--- config.mk ---
export PLATFORM = sky130hd
export DESIGN_NAME = usi_uart_engine
export DESIGN_NICKNAME = d
export VERILOG_FILES = /design/src/rtl/usi_pkg.sv /design/src/rtl/usi_baud_counter.sv /design/src/rtl/usi_uart_engine.sv
export SDC_FILE = /design/constraint.sdc
export NUM_CORES = 1
export LEC_CHECK = 0
export BUFFER_PORTS_ARGS = -buffer_cell sky130_fd_sc_hd__buf_2
export CORE_UTILIZATION = 50
export DETAILED_ROUTE_END_ITERATION = 8
export MAX_ROUTING_LAYER = met4
export PLACE_DENSITY = 0.68
export SLEW_MARGIN = 30
export SYNTH_ARGS = -nofsm -noshare
export SYNTH_HDL_FRONTEND = slang
export SYNTH_HIERARCHICAL = 1
export SYNTH_SLANG_ARGS = --single-unit
--- constraint.sdc ---
create_clock -name clk -period 8.3 [get_ports clk]
set_input_delay 0.415 -clock clk [delete_from_list [all_inputs] [get_ports clk]]
set_output_delay 0.415 -clock clk [all_outputs]
set_load 0.05 [all_outputs]
--- src/rtl/usi_pkg.sv ---
// usi_pkg: shared USI mode, error and UART state encodings plus parity helper
package usi_pkg;
  localparam logic [1:0] MODE_UART = 2'b00;
  localparam logic [1:0] MODE_I2C = 2'b01;
  localparam logic [1:0] MODE_SPI = 2'b10;
  typedef enum logic [1:0] {NONE, PARITY, FRAMING, TIMEOUT} usi_err_t;
  typedef enum logic [3:0] {
    IDLE, TX_START, TX_DATA, TX_PARITY, TX_STOP,
    RX_HUNT, RX_START, RX_DATA, RX_PARITY, RX_STOP, FINISH
  } uart_state_t;
  function automatic logic parity_bit(input logic [7:0] d, input logic odd);
    return ^d ^ odd;
  endfunction
endpackage

--- src/rtl/usi_baud_counter.sv ---
// usi_baud_counter: reloadable bit-time down-counter with a one-shot tick at zero
module usi_baud_counter (
  input  logic        clk,
  input  logic        n_rst,
  input  logic        load,
  input  logic        half,
  input  logic [15:0] div,
  output logic        tick
);
  logic [15:0] cnt;
  logic run;
  assign tick = run && cnt == 16'd0;
  always_ff @(posedge clk or negedge n_rst)
    if (!n_rst) begin
      cnt <= '0;
      run <= 1'b0;
    end else if (load) begin
      cnt <= (half ? {1'b0, div[15:1]} : div) - 16'd1;
      run <= 1'b1;
    end else begin
      cnt <= cnt - {15'd0, cnt != 16'd0};
      run <= run && !tick;
    end
endmodule

--- src/rtl/usi_uart_engine.sv ---
// usi_uart_engine: one-shot UART TX/RX frame engine with parity, framing and no-start timeout
module usi_uart_engine
  import usi_pkg::*;
#(
  parameter int RX_TIMEOUT_BITS = 32
) (
  input  logic        clk,
  input  logic        n_rst,
  input  logic        uart_en,
  input  logic        dir,
  input  logic [15:0] baud_div,
  input  logic        parity_en,
  input  logic        parity_odd,
  input  logic [7:0]  tx_data,
  input  logic        rx,
  output logic        tx,
  output logic [7:0]  rx_data,
  output logic        rx_valid,
  output logic        uart_done,
  output logic        uart_err,
  output logic [1:0]  err_code,
  output logic        busy
);
  uart_state_t state;
  usi_err_t err_q;
  logic en_q, par_en_q, odd_q, par_bad, rx_sync, start, load, half, tick;
  logic [1:0] rx_s;
  logic [15:0] div_q, div_sel;
  logic [7:0] dat;
  logic [2:0] idx;
  logic [31:0] tcnt, limit;
  assign rx_sync = rx_s[1];
  assign err_code = err_q;
  assign busy = state != IDLE;
  assign start = uart_en && !en_q && state == IDLE;
  assign limit = 32'(RX_TIMEOUT_BITS) * {16'd0, div_q};
  assign half = state == RX_HUNT;
  assign div_sel = state == IDLE ? baud_div : div_q;
  assign load = (start && dir) || (state == RX_HUNT && !rx_sync) ||
                (tick && (state inside {TX_START, TX_DATA, TX_PARITY, RX_DATA, RX_PARITY} ||
                          (state == RX_START && !rx_sync)));
  usi_baud_counter u_baud (
    .clk(clk), .n_rst(n_rst), .load(load), .half(half), .div(div_sel), .tick(tick)
  );
  always_ff @(posedge clk or negedge n_rst)
    if (!n_rst) begin
      state <= IDLE;
      en_q <= 1'b1;
      rx_s <= 2'b11;
      tx <= 1'b1;
      rx_data <= '0;
      rx_valid <= 1'b0;
      uart_done <= 1'b0;
      uart_err <= 1'b0;
      err_q <= NONE;
      div_q <= '0;
      par_en_q <= 1'b0;
      odd_q <= 1'b0;
      par_bad <= 1'b0;
      dat <= '0;
      idx <= '0;
      tcnt <= '0;
    end else begin
      en_q <= uart_en;
      rx_s <= {rx_s[0], rx};
      rx_valid <= 1'b0;
      uart_done <= 1'b0;
      uart_err <= 1'b0;
      if (state != IDLE && !uart_en) begin
        state <= IDLE;
        tx <= 1'b1;
      end else
        case (state)
          IDLE: if (start) begin
            div_q <= baud_div;
            par_en_q <= parity_en;
            odd_q <= parity_odd;
            dat <= tx_data;
            idx <= '0;
            tcnt <= '0;
            par_bad <= 1'b0;
            if (baud_div < 16'd2) begin
              state <= FINISH;
              uart_err <= 1'b1;
              err_q <= TIMEOUT;
            end else if (dir) begin
              state <= TX_START;
              tx <= 1'b0;
            end else
              state <= RX_HUNT;
          end
          TX_START: if (tick) begin
            state <= TX_DATA;
            tx <= dat[0];
          end
          TX_DATA: if (tick) begin
            idx <= idx + 3'd1;
            tx <= idx == 3'd7 ? (par_en_q ? parity_bit(dat, odd_q) : 1'b1) : dat[idx + 3'd1];
            state <= idx == 3'd7 ? (par_en_q ? TX_PARITY : TX_STOP) : TX_DATA;
          end
          TX_PARITY: if (tick) begin
            state <= TX_STOP;
            tx <= 1'b1;
          end
          TX_STOP: if (tick) begin
            state <= FINISH;
            uart_done <= 1'b1;
          end
          RX_HUNT: if (tcnt == limit - 32'd1) begin
            state <= FINISH;
            uart_err <= 1'b1;
            err_q <= TIMEOUT;
          end else begin
            tcnt <= tcnt + 32'd1;
            if (!rx_sync) state <= RX_START;
          end
          // a start bit that is high again at mid-bit was a glitch; keep hunting
          RX_START: if (tick) state <= rx_sync ? RX_HUNT : RX_DATA;
          RX_DATA: if (tick) begin
            dat <= {rx_sync, dat[7:1]};
            idx <= idx + 3'd1;
            if (idx == 3'd7) state <= par_en_q ? RX_PARITY : RX_STOP;
          end
          RX_PARITY: if (tick) begin
            par_bad <= rx_sync != parity_bit(dat, odd_q);
            state <= RX_STOP;
          end
          RX_STOP: if (tick) begin
            state <= FINISH;
            rx_data <= dat;
            if (!rx_sync || par_bad) begin
              uart_err <= 1'b1;
              err_q <= rx_sync ? PARITY : FRAMING;
            end else begin
              uart_done <= 1'b1;
              rx_valid <= 1'b1;
            end
          end
          default: state <= IDLE;
        endcase
    end
endmodule
==> impl_metrics.env, run 1 <==
export IMPL_outcome="finished clean"
export IMPL_holdCritPathClass="primary input to asynchronous set/reset pin"
export IMPL_grt_setup_unrepaired="no"
export IMPL_die_h_um=119
export IMPL_postRouteWirelength_um=17300
export IMPL_drt_iter0_markers=514
export IMPL_layout_drive_gt1_share_pct=14.8
export IMPL_fin_hold_ws_ps=72.7
export IMPL_cts_sinks=100
export IMPL_clk_insertion_delay_late_ps=360
export IMPL_tns_ps=0
export IMPL_dpl_instance_area_mm2=0.00717
export IMPL_finalCritPeriodShare_pct=52.6
export IMPL_timing_critical_path_required_ps=8590
export IMPL_postCtsSetupBuffers=0
export IMPL_antenna_left=0
export IMPL_design_portCount=46
export IMPL_tritoncts="done"
export IMPL_initial_core_util_pct=51.7
export IMPL_synth_seq_cells=100
export IMPL_report_final_setup_viol=0
export IMPL_ctsRootBufferMaster="sky130_fd_sc_hd__clkbuf_16"
export IMPL_mappedNetlistNets=838
export IMPL_mean_cell_area_of_the_mapped_netlist_um2=8.63
export IMPL_fillCellCount=1243
export IMPL_cts_buffers_inserted=9
export IMPL_ys_seq_area_share_pct=36.4
export IMPL_synth_enable_flop_cells=0
export IMPL_antenna_cells_inserted=0
export IMPL_leading_cell_type_in_the_layout_fill_and_taps_excluded="sky130_fd_sc_hd__nand2_1"
export IMPL_timing_rr_end="u_baud/cnt[6]"
export IMPL_worst_ep_arrival_time_ps=4660
export IMPL_period_minus_slack_ps=4370
export IMPL_timing_slew_headroom_pct=39.6
export IMPL_dominant_register_cell_in_the_synthesized_netlist="sky130_fd_sc_hd__dfrtp_1"
export IMPL_num_rows=42
export IMPL_path_clk_slew_ps=70
export IMPL_slew_viols_final=0
export IMPL_area_growth_from_synthesis_to_layout_pct=8.46
export IMPL_timing_critical_path_from_type="register"
export IMPL_vias_per_std_cell=6.05
export IMPL_final_cell_count_no_fill=994
export IMPL_grt_ovfl_total=0
export IMPL_vdd_ir_drop_worst_mv=0.162
export IMPL_critPathCaptureType="register"
export IMPL_detail_route_wl_per_cell_um=17.4
export IMPL_p_leak_nw=3.26
export IMPL_cts_max_level=3
export IMPL_criticalPathCategory="register to register"
export IMPL_placer_congestion_estimate=0.883
export IMPL_port_bufs=45
export IMPL_worst_pin_slew_ps=906
export IMPL_fin_worst_skew_ps=8.49
export IMPL_firstDrtPassIters=4
export IMPL_clk_path_buf_depth=2
export IMPL_dpl_hpwl_um=12200
export IMPL_timing_final_hold_violations=0
export IMPL_synth_warnings=6
export IMPL_synth_area_mm2=0.00690
export IMPL_layout_common_cells="sky130_fd_sc_hd__nand2_1 (153), sky130_fd_sc_hd__dfrtp_1 (96), sky130_fd_sc_hd__nor2_1 (57)"
export IMPL_grt_start_max_net_pins=52
export IMPL_netlist_cell_type_count=77
export IMPL_coreArea_mm2=0.0133
export IMPL_grt_pass1_wl_um=29000
export IMPL_fp_dieArea_mm2=0.0143
export IMPL_nets=852
export IMPL_worstPathMaxFanout=29
export IMPL_initial_antenna_violation_count=0
export IMPL_cellPowerDensity_mw_per_mm2=324
export IMPL_source_of_the_worst_register_to_register_timing_path="state[2]"
export IMPL_cap_viol_max_count=0
export IMPL_postSynthCellCount=799
export IMPL_worst_r2r_setup_slack_ps=3930
export IMPL_grt_util_all_layers_pct=26.4
export IMPL_final_design_area_no_fill_mm2=0.00748
export IMPL_grt_pass1_vias=5915
export IMPL_routed_via_count=6017
export IMPL_cts_hold_buffers_added=0
export IMPL_drc=0
export IMPL_synth_async_reset_ratio_pct=100
export IMPL_placed_cells_incl_taps=977
export IMPL_post_cts_resize_count=0
export IMPL_max_freq_mhz=229
export IMPL_die_span_in_x_um=119
export IMPL_worstRegToRegCells=11
state kept, by name (all words and copies together), names as in the netlist, 2 cells and up:
register,cells
tcnt,32
div_q,16
u_baud/cnt,16
dat,8
rx_data,8
state,4
idx,3
err_code,2
rx_s,2
worst max path at each step:
stage	start	endpoint	slack, ps	cells after the start
6_report	state[2]	u_baud/cnt[6]	3930	11
5_1_grt	state[2]	u_baud/cnt[14]	3590	11
2_1_floorplan	state[0]	u_baud/cnt[11]	4350	11
3_3_place_gp	state[2]	u_baud/cnt[14]	4320	11
3_5_place_dp	state[2]	u_baud/cnt[6]	4070	11
4_1_cts	state[2]	u_baud/cnt[6]	4050	11
metrics by stage:
stage | power [mW] | utilization, % | setup slack, ps
after floorplan | 1.72 | - | 4350
after CTS | 2.43 | 55.9 | 4050
final | 2.42 | 56.0 | 3930
after global placement | 1.95 | 53.7 | 4320
after global routing | 2.61 | 56.0 | 3590
after detailed placement | 1.99 | 53.7 | 4070
worst max-delay path, stage by stage (launching register included):
cell                        delay (ps)
sky130_fd_sc_hd__dfrtp_1           640
sky130_fd_sc_hd__inv_1             290
sky130_fd_sc_hd__or3_1             590
sky130_fd_sc_hd__inv_1             740
sky130_fd_sc_hd__nand2b_1          300
sky130_fd_sc_hd__a21boi_0          310
sky130_fd_sc_hd__ha_1              250
sky130_fd_sc_hd__nor2b_1           340
sky130_fd_sc_hd__nand3_1           220
sky130_fd_sc_hd__or3_1             360
sky130_fd_sc_hd__o2111ai_1         110
sky130_fd_sc_hd__o21a_1            150
cells in the mapped netlist (all sizes together), types with 7 or more instances:
cell / n / area, um^2
nand3: 26 / 143
ha: 8 / 100
inv: 14 / 52.6
nand2b: 18 / 113
or3: 15 / 93.8
xor2: 29 / 254
nor3: 17 / 90.1
nor4: 17 / 151
a21oi: 33 / 188
xnor2: 38 / 333
o211ai: 8 / 60.1
nand2: 153 / 574
or4: 9 / 78.8
buf: 9 / 71.3
dfrtp: 96 / 2400
nand4: 16 / 100
clkbuf: 39 / 146
o21ai: 33 / 184
mux2: 15 / 173
a211oi: 8 / 65.1
and2: 7 / 43.8
nor2: 57 / 214
mux2i: 34 / 340
a31oi: 9 / 68.8
and3: 9 / 56.3
kinds of logic (layout without fill, tap and decap cells):
family                   count (synthesis)  in the layout  share of synthesized area (%)
adder cells (fa/ha/maj)                  8              8                           1.45
multiplexers                            51             51                           8.09
AO/OA/AOI/OAI                          141            141                           14.4
flip-flops                             100            100                           36.4
buffers and inverters                   62             81                           3.92
XOR/XNOR                                67             67                           8.51
AND/OR/NAND/NOR                        370            370                           27.3
area by class of cell:
class	instances	area, um^2	area share [%]
inverters	14	52.6	0.703
flip-flops and latches	100	2510	33.5
clock inverters	7	63.8	0.853
clock buffers	9	225	3.01
repair buffers	51	277	3.70
well taps	176	220	2.94
multi-input cells	637	4130	55.3
layer usage:
layer | vias up | part of all wire, % | GRT usage (%)
met5 | - | 0 | -
met4 | 0 | 2.8 | 10.8
met3 | 38 | 4.3 | 5.03
met2 | 174 | 48 | 42.6
met1 | 2927 | 45 | 32.6
li1 | 2878 | - | -
report_power, final:
part / switching [mW] / leakage [nW] / internal (mW)
Combinational: 0.741 / 1.84 / 0.469
Clock: 0.208 / 0.142 / 0.211
Sequential: 0.189 / 1.28 / 0.604
Total: 1.14 / 3.26 / 1.28
Power figures use the tool's default switching activity.
==> inputs of run 2 (changes only) <==
PLACE_DENSITY = 0.7   (was 0.68)
clock period = 3.9 ns   (was 8.3 ns; I/O delays follow)
==> impl_metrics.env, run 2 (synthesis gave the netlist of run 1 again) <==
export IMPL_outcome="finished clean"
export IMPL_worst_pin_slew_ps=768
export IMPL_vdd_ir_drop_worst_mv=0.388
export IMPL_placed_cells_incl_taps=991
export IMPL_dpl_hpwl_um=12100
export IMPL_design_portCount=46
export IMPL_regMostFlops="tcnt"
export IMPL_reg_top3="tcnt: 32 flops, div_q: 16 flops, u_baud/cnt: 16 flops"
export IMPL_grt_start_max_net_pins=78
export IMPL_final_design_area_no_fill_mm2=0.00761
export IMPL_hold_path_cell_count=3
export IMPL_antenna_cells_inserted=0
export IMPL_final_cell_count_no_fill=1009
export IMPL_worstRegToRegCells=11
export IMPL_timing_slew_headroom_pct=48.3
export IMPL_p_leak_nw=3.34
export IMPL_dp_worst_setup_slack_ps=264
export IMPL_grt_setup_unrepaired="no"
export IMPL_die_span_in_x_um=119
export IMPL_cts_buffers_inserted=9
export IMPL_cellPowerDensity_mw_per_mm2=691
export IMPL_coreArea_mm2=0.0133
export IMPL_nets=867
export IMPL_placer_congestion_estimate=0.880
export IMPL_layout_common_cells="sky130_fd_sc_hd__nand2_1 (153), sky130_fd_sc_hd__dfrtp_1 (96), sky130_fd_sc_hd__nor2_1 (57)"
export IMPL_postCtsSetupBuffers=0
export IMPL_clk_insertion_delay_late_ps=380
export IMPL_timing_final_hold_violations=0
export IMPL_postRouteWirelength_um=17200
export IMPL_grt_ovfl_total=0
export IMPL_slew_viols_final=0
export IMPL_cts_max_level=3
export IMPL_grt_util_all_layers_pct=26.5
export IMPL_cts_sinks=100
export IMPL_initial_antenna_violation_count=0
export IMPL_vias_per_std_cell=6.04
export IMPL_ctsRootBufferMaster="sky130_fd_sc_hd__clkbuf_16"
export IMPL_worst_ep_arrival_time_ps=3950
export IMPL_grt_pass1_vias=6073
export IMPL_cts_hold_buffers_added=2
export IMPL_drt_iter0_markers=514
export IMPL_die_h_um=119
export IMPL_fillCellCount=1232
export IMPL_drc=0
export IMPL_critPathCaptureType="register"
export IMPL_tritoncts="done"
export IMPL_fp_dieArea_mm2=0.0143
export IMPL_worstPathMaxFanout=23
export IMPL_antenna_left=0
export IMPL_fin_worst_skew_ps=16.2
export IMPL_num_rows=42
export IMPL_dpl_instance_area_mm2=0.00729
export IMPL_leading_cell_type_in_the_layout_fill_and_taps_excluded="sky130_fd_sc_hd__nand2_1"
export IMPL_path_clk_slew_ps=80
export IMPL_criticalPathCategory="register to register"
export IMPL_report_final_setup_viol=0
export IMPL_holdCritPathClass="primary input to register"
export IMPL_cap_viol_max_count=0
export IMPL_routed_via_count=6096
export IMPL_initial_core_util_pct=51.7
export IMPL_finalCritPeriodShare_pct=93.9
export IMPL_port_bufs=45
export IMPL_max_freq_mhz=273
export IMPL_timing_critical_path_from_type="register"
export IMPL_clk_path_buf_depth=2
export IMPL_area_growth_from_synthesis_to_layout_pct=10.3
export IMPL_largest_reg_flops=32
export IMPL_final_critical_path_setup_slack_ps=236
export IMPL_tns_ps=0
export IMPL_post_cts_resize_count=0
export IMPL_timing_critical_path_required_ps=4190
export IMPL_firstDrtPassIters=6
export IMPL_grt_pass1_wl_um=29400
export IMPL_layout_drive_gt1_share_pct=15.8
export IMPL_detail_route_wl_per_cell_um=17.1
export IMPL_period_minus_slack_ps=3660
run 2: final cells by class:
type                            count  area [um^2]  share of cell area (%)
Multi-Input combinational cell    637         4130                    54.3
Tap cell                          176          220                    2.89
Sequential cell                   100         2510                    33.0
Inverter                           14         52.6                   0.691
Timing Repair Buffer               66          394                    5.18
Clock buffer                       10          239                    3.14
Clock inverter                      6         61.3                   0.806
run 2: path summary, 6_finish.rpt:
path                            start        end  slack, ps
max                          div_q[0]   tcnt[19]        240
min                        parity_odd      odd_q         10
max reg2reg                  div_q[0]   tcnt[19]        240
min reg2reg                   rx_s[0]    rx_s[1]        350
max in group asynchronous       n_rst       en_q       2580
min in group asynchronous       n_rst  div_q[10]        430
run 2: metrics by stage:
step	hold WS (ps)	util, %	total power, mW
global placement	300	54.6	4.20
CTS	2.32	57.0	5.26
floorplan	-101	-	3.66
finish	11.7	57.0	5.26
detailed placement	290	54.6	4.30
global route	31.8	57.0	5.66
run 2: report_power, final:
part	internal, mW	total, mW	switching [mW]
Combinational	1.06	2.66	1.61
Sequential	1.29	1.66	0.378
Clock	0.471	0.934	0.462
Total	2.81	5.26	2.45
run 2: critical path, cell delays in order, from the launching register on:
cell and delay, ps:
sky130_fd_sc_hd__dfrtp_1 410, sky130_fd_sc_hd__inv_1 90, sky130_fd_sc_hd__ha_1 280, sky130_fd_sc_hd__or4b_4 530
sky130_fd_sc_hd__nor4_4 230, sky130_fd_sc_hd__xnor2_1 90, sky130_fd_sc_hd__or4_4 450, sky130_fd_sc_hd__or4_4 580
sky130_fd_sc_hd__o31ai_4 240, sky130_fd_sc_hd__buf_4 300, sky130_fd_sc_hd__or3_1 170, sky130_fd_sc_hd__mux2i_1 210
run 2: routing by layer:
layer	vias to the layer above	part of all wire, %	routed length, um	global-route usage, %
li1	2899	-	-	-
met1	2996	45	7810	33.4
met2	171	48	8330	42.7
met3	30	4.7	813	5.22
met4	0	1.5	265	9.22
met5	-	0	0	-
